File: config.mk
export PLATFORM = sky130hd
export DESIGN_NAME = branch_control_unit_flat
export DESIGN_NICKNAME = d
export VERILOG_FILES = /design/src/rtl/branch_control_unit_if.sv /design/src/rtl/branch_control_unit.sv /design/src/flat_wrapper.sv
export SDC_FILE = /design/constraint.sdc
export NUM_CORES = 1
export LEC_CHECK = 0
export ABC_AREA = 1
export CAP_MARGIN = 15
export CELL_PAD_IN_SITES_DETAIL_PLACEMENT = 0
export CELL_PAD_IN_SITES_GLOBAL_PLACEMENT = 1
export CORE_MARGIN = 2
export CORE_UTILIZATION = 16
export CTS_CLUSTER_SIZE = 20
export DETAILED_ROUTE_END_ITERATION = 10
export PLACE_DENSITY_LB_ADDON = 0.3
export RECOVER_POWER = 100
export SLEW_MARGIN = 20
export SYNTH_ARGS = -nofsm -noshare
export SYNTH_HDL_FRONTEND = slang
export SYNTH_SLANG_ARGS = --single-unit
File: constraint.sdc
create_clock -name Clock -period 1.84 [get_ports Clock]
set_input_delay 0.368 -clock Clock [delete_from_list [all_inputs] [get_ports Clock]]
set_output_delay 0.368 -clock Clock [all_outputs]
set_load 0.01 [all_outputs]
File: src/rtl/branch_control_unit_if.sv
// Bundle of instruction/condition inputs and datapath control strobes
// exchanged between the branch control unit and the datapath.
interface branch_control_unit_if;
  logic [31:0] IR;
  logic        CON_Out;
  logic        PCout, MARin, Read, MDRin, IncPC, MDRout, IRin;
  logic        Gra, Rout, CON_In, Yin, Cout, ZLowin, ZHighin, ZLowout, PCin;
  logic [4:0]  OP;
  logic        Run;
  logic        Illegal;

  modport master (
    input  IR, CON_Out,
    output PCout, MARin, Read, MDRin, IncPC, MDRout, IRin,
    output Gra, Rout, CON_In, Yin, Cout, ZLowin, ZHighin, ZLowout, PCin,
    output OP, Run, Illegal
  );

  modport slave (
    output IR, CON_Out,
    input  PCout, MARin, Read, MDRin, IncPC, MDRout, IRin,
    input  Gra, Rout, CON_In, Yin, Cout, ZLowin, ZHighin, ZLowout, PCin,
    input  OP, Run, Illegal
  );
endinterface

File: src/rtl/branch_control_unit.sv
// Fetch/branch/jr/halt sequencer: one FSM stepping T0..T6, with outputs decoded
// from the current state (IR only in T3, CON_Out only in T6).
module branch_control_unit (
  input logic                   Clock,
  input logic                   Clear,
  branch_control_unit_if.master bus
);

  localparam logic [4:0] OpBranch = 5'b10011;
  localparam logic [4:0] OpJr     = 5'b10100;
  localparam logic [4:0] OpHalt   = 5'b11011;
  localparam logic [4:0] AluAdd   = 5'b00100;

  typedef enum logic [3:0] {
    StReset, StT0, StT1, StT2, StT3, StT4, StT5, StT6, StHalt
  } state_e;

  state_e      state_q, state_d;
  logic        illegal_q, illegal_d;
  logic [4:0]  opcode;

  assign opcode = bus.IR[31:27];

  always_ff @(posedge Clock or posedge Clear) begin
    if (Clear) begin
      state_q   <= StReset;
      illegal_q <= 1'b0;
    end else begin
      state_q   <= state_d;
      illegal_q <= illegal_d;
    end
  end

  always_comb begin
    state_d   = state_q;
    illegal_d = illegal_q;
    unique case (state_q)
      StReset: state_d = StT0;
      StT0:    state_d = StT1;
      StT1:    state_d = StT2;
      StT2:    state_d = StT3;
      StT3: begin
        if (opcode == OpBranch) begin
          state_d = StT4;
        end else if (opcode == OpJr) begin
          state_d = StT0;
        end else begin
          // Remember why we stopped so Illegal can be reported while halted.
          state_d   = StHalt;
          illegal_d = (opcode != OpHalt);
        end
      end
      StT4:    state_d = StT5;
      StT5:    state_d = StT6;
      StT6:    state_d = StT0;
      StHalt:  state_d = StHalt;
      default: state_d = StReset;
    endcase
  end

  always_comb begin
    bus.PCout   = 1'b0;
    bus.MARin   = 1'b0;
    bus.Read    = 1'b0;
    bus.MDRin   = 1'b0;
    bus.IncPC   = 1'b0;
    bus.MDRout  = 1'b0;
    bus.IRin    = 1'b0;
    bus.Gra     = 1'b0;
    bus.Rout    = 1'b0;
    bus.CON_In  = 1'b0;
    bus.Yin     = 1'b0;
    bus.Cout    = 1'b0;
    bus.ZLowin  = 1'b0;
    bus.ZHighin = 1'b0;
    bus.ZLowout = 1'b0;
    bus.PCin    = 1'b0;
    bus.OP      = 5'b00000;
    bus.Run     = (state_q != StReset) && (state_q != StHalt);
    bus.Illegal = (state_q == StHalt) && illegal_q;
    unique case (state_q)
      StT0: begin
        bus.PCout = 1'b1;
        bus.MARin = 1'b1;
        bus.Read  = 1'b1;
        bus.MDRin = 1'b1;
      end
      StT1: bus.IncPC = 1'b1;
      StT2: begin
        bus.MDRout = 1'b1;
        bus.IRin   = 1'b1;
      end
      StT3: begin
        if (opcode == OpBranch) begin
          bus.Gra    = 1'b1;
          bus.Rout   = 1'b1;
          bus.CON_In = 1'b1;
        end else if (opcode == OpJr) begin
          bus.Gra  = 1'b1;
          bus.Rout = 1'b1;
          bus.PCin = 1'b1;
        end
      end
      StT4: begin
        bus.PCout = 1'b1;
        bus.Yin   = 1'b1;
      end
      StT5: begin
        bus.Cout    = 1'b1;
        bus.ZLowin  = 1'b1;
        bus.ZHighin = 1'b1;
        bus.OP      = AluAdd;
      end
      StT6: begin
        bus.ZLowout = 1'b1;
        bus.PCin    = bus.CON_Out;
      end
      default: ;
    endcase
  end

endmodule

File: src/flat_wrapper.sv
// flat-port wrapper written by rule: the top's interface ports become plain ports
module branch_control_unit_flat 
  (Clock, Clear, bus_IR, bus_CON_Out, bus_PCout, bus_MARin, bus_Read, bus_MDRin, bus_IncPC, bus_MDRout, bus_IRin, bus_Gra, bus_Rout, bus_CON_In, bus_Yin, bus_Cout, bus_ZLowin, bus_ZHighin, bus_ZLowout, bus_PCin, bus_OP, bus_Run, bus_Illegal);
  branch_control_unit_if bus_i ();
  input logic Clock;
  input logic Clear;
  input wire logic [$bits(bus_i.IR)-1:0] bus_IR;
  input wire logic [$bits(bus_i.CON_Out)-1:0] bus_CON_Out;
  output wire logic [$bits(bus_i.PCout)-1:0] bus_PCout;
  output wire logic [$bits(bus_i.MARin)-1:0] bus_MARin;
  output wire logic [$bits(bus_i.Read)-1:0] bus_Read;
  output wire logic [$bits(bus_i.MDRin)-1:0] bus_MDRin;
  output wire logic [$bits(bus_i.IncPC)-1:0] bus_IncPC;
  output wire logic [$bits(bus_i.MDRout)-1:0] bus_MDRout;
  output wire logic [$bits(bus_i.IRin)-1:0] bus_IRin;
  output wire logic [$bits(bus_i.Gra)-1:0] bus_Gra;
  output wire logic [$bits(bus_i.Rout)-1:0] bus_Rout;
  output wire logic [$bits(bus_i.CON_In)-1:0] bus_CON_In;
  output wire logic [$bits(bus_i.Yin)-1:0] bus_Yin;
  output wire logic [$bits(bus_i.Cout)-1:0] bus_Cout;
  output wire logic [$bits(bus_i.ZLowin)-1:0] bus_ZLowin;
  output wire logic [$bits(bus_i.ZHighin)-1:0] bus_ZHighin;
  output wire logic [$bits(bus_i.ZLowout)-1:0] bus_ZLowout;
  output wire logic [$bits(bus_i.PCin)-1:0] bus_PCin;
  output wire logic [$bits(bus_i.OP)-1:0] bus_OP;
  output wire logic [$bits(bus_i.Run)-1:0] bus_Run;
  output wire logic [$bits(bus_i.Illegal)-1:0] bus_Illegal;
  assign bus_i.IR = bus_IR;
  assign bus_i.CON_Out = bus_CON_Out;
  assign bus_PCout = bus_i.PCout;
  assign bus_MARin = bus_i.MARin;
  assign bus_Read = bus_i.Read;
  assign bus_MDRin = bus_i.MDRin;
  assign bus_IncPC = bus_i.IncPC;
  assign bus_MDRout = bus_i.MDRout;
  assign bus_IRin = bus_i.IRin;
  assign bus_Gra = bus_i.Gra;
  assign bus_Rout = bus_i.Rout;
  assign bus_CON_In = bus_i.CON_In;
  assign bus_Yin = bus_i.Yin;
  assign bus_Cout = bus_i.Cout;
  assign bus_ZLowin = bus_i.ZLowin;
  assign bus_ZHighin = bus_i.ZHighin;
  assign bus_ZLowout = bus_i.ZLowout;
  assign bus_PCin = bus_i.PCin;
  assign bus_OP = bus_i.OP;
  assign bus_Run = bus_i.Run;
  assign bus_Illegal = bus_i.Illegal;
  branch_control_unit u_core (.Clock(Clock), .Clear(Clear), .bus(bus_i));
endmodule
# --- After elaboration in Yosys (flattened, before gate mapping) ---
# Cells that the tools add are included.
word_totals:
  register_bits: 5
  latchBits: 0
  ram_bits: 0
  rom_bits: 0
  inputBits: 35
  out_inout_bits: 23
  elab_cells: 41
  mem_count: 0
classes:
  add_sub_neg: 0
  multipliers: 0
  n_div: 0
  order_cmp: 0
  eq_ne: 12
  n_shift: 0
  n_mux: 18
  bitwise_logic: 2
  n_reduce_logical: 7
op_table:
  columns: ["operator", "n"]
  rows:
  - ["4-bit case mux with 8 select lines", 1]
  - ["4-bit by 3-bit == test with 1-bit output (second input constant)", 4]
  - ["1-bit 2-to-1 mux", 13]
  - ["5-bit == test (second input constant)", 2]
  - ["4-bit by 2-bit == test with 1-bit output (second input constant)", 2]
  - ["4-bit 2-to-1 mux", 2]
  - ["5-bit inequality test (second input constant)", 1]
  - ["4-bit by 1-bit == test with 1-bit output (second input constant)", 1]
  - ["4-bit == test (second input constant)", 1]
  - ["4-bit zero test", 1]
  - ["4-bit inequality test (second input constant)", 1]
  - ["4-bit nonzero test", 1]
  - ["2-bit OR reduction", 2]
  - ["3-bit 2-to-1 mux", 1]
  - ["3-bit AND reduction", 1]
  - ["1-bit logical AND", 2]
  - ["1-bit inverter", 2]
  - ["1-bit case mux with 2 select lines", 1]

# --- Logic depth before layout (Yosys ltp) ---
logic_depth:
  depth_word: 4
  depth_mapped: 7
  ltp_nobuf: 7

# --- Worst setup path after synthesis ---
# Ideal clock, no wire load.
synth_path:
  path_kind: "register -> output"
  startpoint: "register u_core.state_q[1]"
  endpoint: "output port bus_MDRin"
  t_arrival_ns: 1.108
  required_time_ns: 1.472
  slack_ns: 0.364
  stages_incl_launch_ff: 5
  path_buffers: 1
  path_cell_list: "dfrtp_1 > inv_1 > nand2_1 > nor3_1 > buf_4"
synth_between:
  elab_chain_cells: 2
synth_lines:
  columns: ["item", "line_no", "source"]
  rows:
  - ["start, declared", "branch_control_unit.sv:18", "state_e state_q, state_d;"]
  - ["start signal, assigned", "branch_control_unit.sv:26", "state_q <= StReset;"]
  - ["start signal, assigned", "branch_control_unit.sv:29", "state_q <= state_d;"]
  - ["4-bit by 1-bit == test with 1-bit output", null, null]
  - ["1-bit 2-to-1 mux", null, null]
  - ["end, declared", "flat_wrapper.sv:12", "output wire logic [$bits(bus_i.MDRin)-1:0] bus_MDRin;"]
# No other way between the ends.

# --- Worst setup path in the final report ---
layout_path:
  startpoint: "register u_core.state_q[0]"
  endpoint: "output port bus_ZLowin"
layout_between:
  elab_chain_cells: 2
layout_lines:
  columns: ["item", "line_no", "source"]
  rows:
  - ["4-bit by 3-bit == test with 1-bit output", "branch_control_unit.sv:81", "unique case (state_q)"]
  - ["1-bit 2-to-1 mux", "branch_control_unit.sv:81", null]
  - ["end, declared", "flat_wrapper.sv:21", "output wire logic [$bits(bus_i.ZLowin)-1:0] bus_ZLowin;"]
# No other way between the ends.

==> results.toml <==
[outcome]
status = "completed"

[power]
ir_drop_mv = 0.4677
switching_share = 0.4450
power_density_nw_per_um2 = 1206
leakage_uw = 0.0005074
pwr-share-seq = 0.214
switching_power_uw = 420.9
p_int_uw = 525.0
power.share.clock = 0.133
power_frac_comb = 0.653

[min_path]
hp-class = "primary input to asynchronous set/reset pin"

[sta]
final_hold_viol_count = 0
min_period_ns = 1.735
drv_slew = 0
rsz0062_at_grt = "no"
holdWs_ns = 0.4557
skew_ns = 0.001467
setup_ws_ns = 0.1049
period_share = 0.9430
setup_viol = 0
max_freq_mhz = 576.3

[floorplanning]
dieArea_sq_um = 3365
core_sq_um = 2758
rows = 19
fp.dieH_microns = 58.01
initial_utilization = 0.1692
io_pins = 58
die_w_microns = 58.01

[logic_synthesis]
syn_inst = 73
yosysSeqAreaShare = 0.2681
synth.distinct_cells = 17
yosys_warnings = 0
syn_area_per_cell_sq_um = 6.393
synth_area_sq_um = 466.7
ys_ff_latch = 5

[final_layout]
final_nets = 141
area.growth.synth_to_final_pct = 68.10
layout-drive-gt1-share = 0.2381
diodes = 0

[routing]
wire_per_inst_microns = 8.301
initialDrtViolationCount = 6
drcViolationCount = 0
via_per_inst = 3.816
routed_wl_mm = 1.129
drtPass1Iterations = 4
ant_nets = 0
vias = 519

[critical_path]
reg2reg_to = "u_core.state_q[2]"
crit_required_ns = 1.47
r2r_cells = 6
start_kind = "flop"
crit_fanout = 5
max_stage_delay_ns = 0.40
crit_arrival_ns = 1.37
crit_path_start = "u_core.state_q[0]"
cp_common_cell = "buf_4"
cp_cell_sequence = "buf_4 > buf_4 > nor2_2 > dlygate4sd2_1"
reg2reg_setup_slack_ns = 0.74
r2r-start = "u_core.state_q[0]"
cp-end-kind = "primary output"
critPathKind = "flop to primary output"
cp_slowest_cell = "dfrtp_1"

[clock_tree]
h-tree-depth = 1
numCtsBuffers = 3
insertion_delay_ns = 0.24
cts_tree = "built"
root_buffer = "clkbuf_4"
cts.sinks = 5
clk_pin_slew_ns = 0.04
cts_max_path_buffers = 2

[placement]
place_congestion = 0.6942
portBuffers = 26
dp_hpwl_microns = 944.3
place_ws_ns = -0.4192

[global_routing]
antenna_found_initial = 0
grt_max_degree = 6
grt_overflow = 0
grt_pass1_wl_mm = 1.973
grt_usage = 0.07885
grt_pass1_vias = 506

[job]
drv_cap = 0
[cells in the final DEF, fill, tap and decap left out, types with 4 or more instances in the layout]
cell	count
nand2_1	13
nand3_1	5
clkbuf_1	5
dlygate4sd2_1	15
clkbuf_4	6
dfrtp_1	5
conb_1	4
inv_1	13
nor2_1	7
buf_4	5
dlymetal6s2s_1	5
[power groups by stage]
stage	clock (uW)	combinational, uW	sequential (uW)
after floorplan	0	393	208
after global placement	0	697	207
after detailed placement	0	698	206
after CTS	134	657	202
after global routing	141	697	211
final	126	617	203
[routing by layer]
metal | global-route usage | routed length, microns | vias to the layer above | part of all wire
met1 | 0.07555 | 433 | 231 | 0.38
li1 | - | - | 266 | -
met5 | 0 | 0 | - | 0
met2 | 0.1364 | 595 | 20 | 0.53
met3 | 0.02902 | 80 | 2 | 0.071
met4 | 0.05980 | 19 | 0 | 0.017
[stage by stage]
| step | total power (uW) | util | TNS, ns | area [sq um] | std cells |
|---|---|---|---|---|---|
| 3_3_place_gp | 903.8 | 0.2709 | -1.426 | 747.0 | 129 |
| 2_1_floorplan | 601.0 | - | 0 | 478.0 | 76 |
| 3_5_place_dp | 903.6 | 0.2709 | -1.493 | 747.0 | 129 |
| 4_1_cts | 993.2 | 0.2836 | 0 | 782.0 | 136 |
| 6_report | 945.9 | 0.2845 | 0 | 784.5 | 136 |
| 5_1_grt | 1049 | 0.2845 | 0 | 784.5 | 136 |
[worst max-delay path by stage]
stage	endpoint	slack, ns	depth (start not counted)
finish	bus_ZLowin	0.10	4
global route	bus_ZLowin	0.0002	4
CTS	bus_CON_In	0.01	6
detailed placement	bus_Rout	-0.42	8
global placement	bus_Rout	-0.40	8
floorplan	bus_MDRin	0.36	4
[sequential cells by signal, summed over array words and instances, names as in the netlist]
register	flops
u_core.illegal_q	1
u_core.state_q	4
[worst max-delay path: cells and delay by family (launching register included)]
family        cells  cell delay (ns)
buf+inv           3             0.55
flops             1             0.40
simple gates      1             0.17
[synthesized netlist by cell type]
cell       n  share of area
nand2_1   15           0.12
inv_1     14           0.11
buf_4     11           0.18
nor2_1     9          0.072
dfrtp_1    5           0.27
nand3_1    5          0.054
inv_2      2          0.016
nor2_2     2          0.027
nor3_1     2          0.021
conb_1     1         0.0080
nand2_2    1          0.013
nand2_4    1          0.024
nand3_2    1          0.021
nand3b_1   1          0.016
nand4_1    1          0.013
nor2_4     1          0.024
o21ai_1    1          0.011
[final cells by class]
type | instances | area (sq um)
Fill cell | 329 | 1973
Timing Repair Buffer | 36 | 304.0
Multi-Input combinational cell | 44 | 230.2
Sequential cell | 5 | 125.1
Inverter | 16 | 60.06
Tap cell | 31 | 38.79
Clock buffer | 4 | 26.28
[timing repair]
item | 4_1_cts | 5_1_grt
setup buffers | 3 | 0
hold buffers | 0 | 0
gates resized for setup | 35 | 9
endpoints found under the hold margin | 0 | 0
endpoints found under the setup margin | 18 | 3
pin swaps | 1 | 3
gates cloned | 0 | 0
[cell families after synthesis]
family,Yosys count,synth area share
flops,5,0.2681
buf+inv,27,0.3056
other cells,1,0.008035
compound gates,1,0.01071
simple gates,39,0.4075
(Power assumes the default switching activity.)
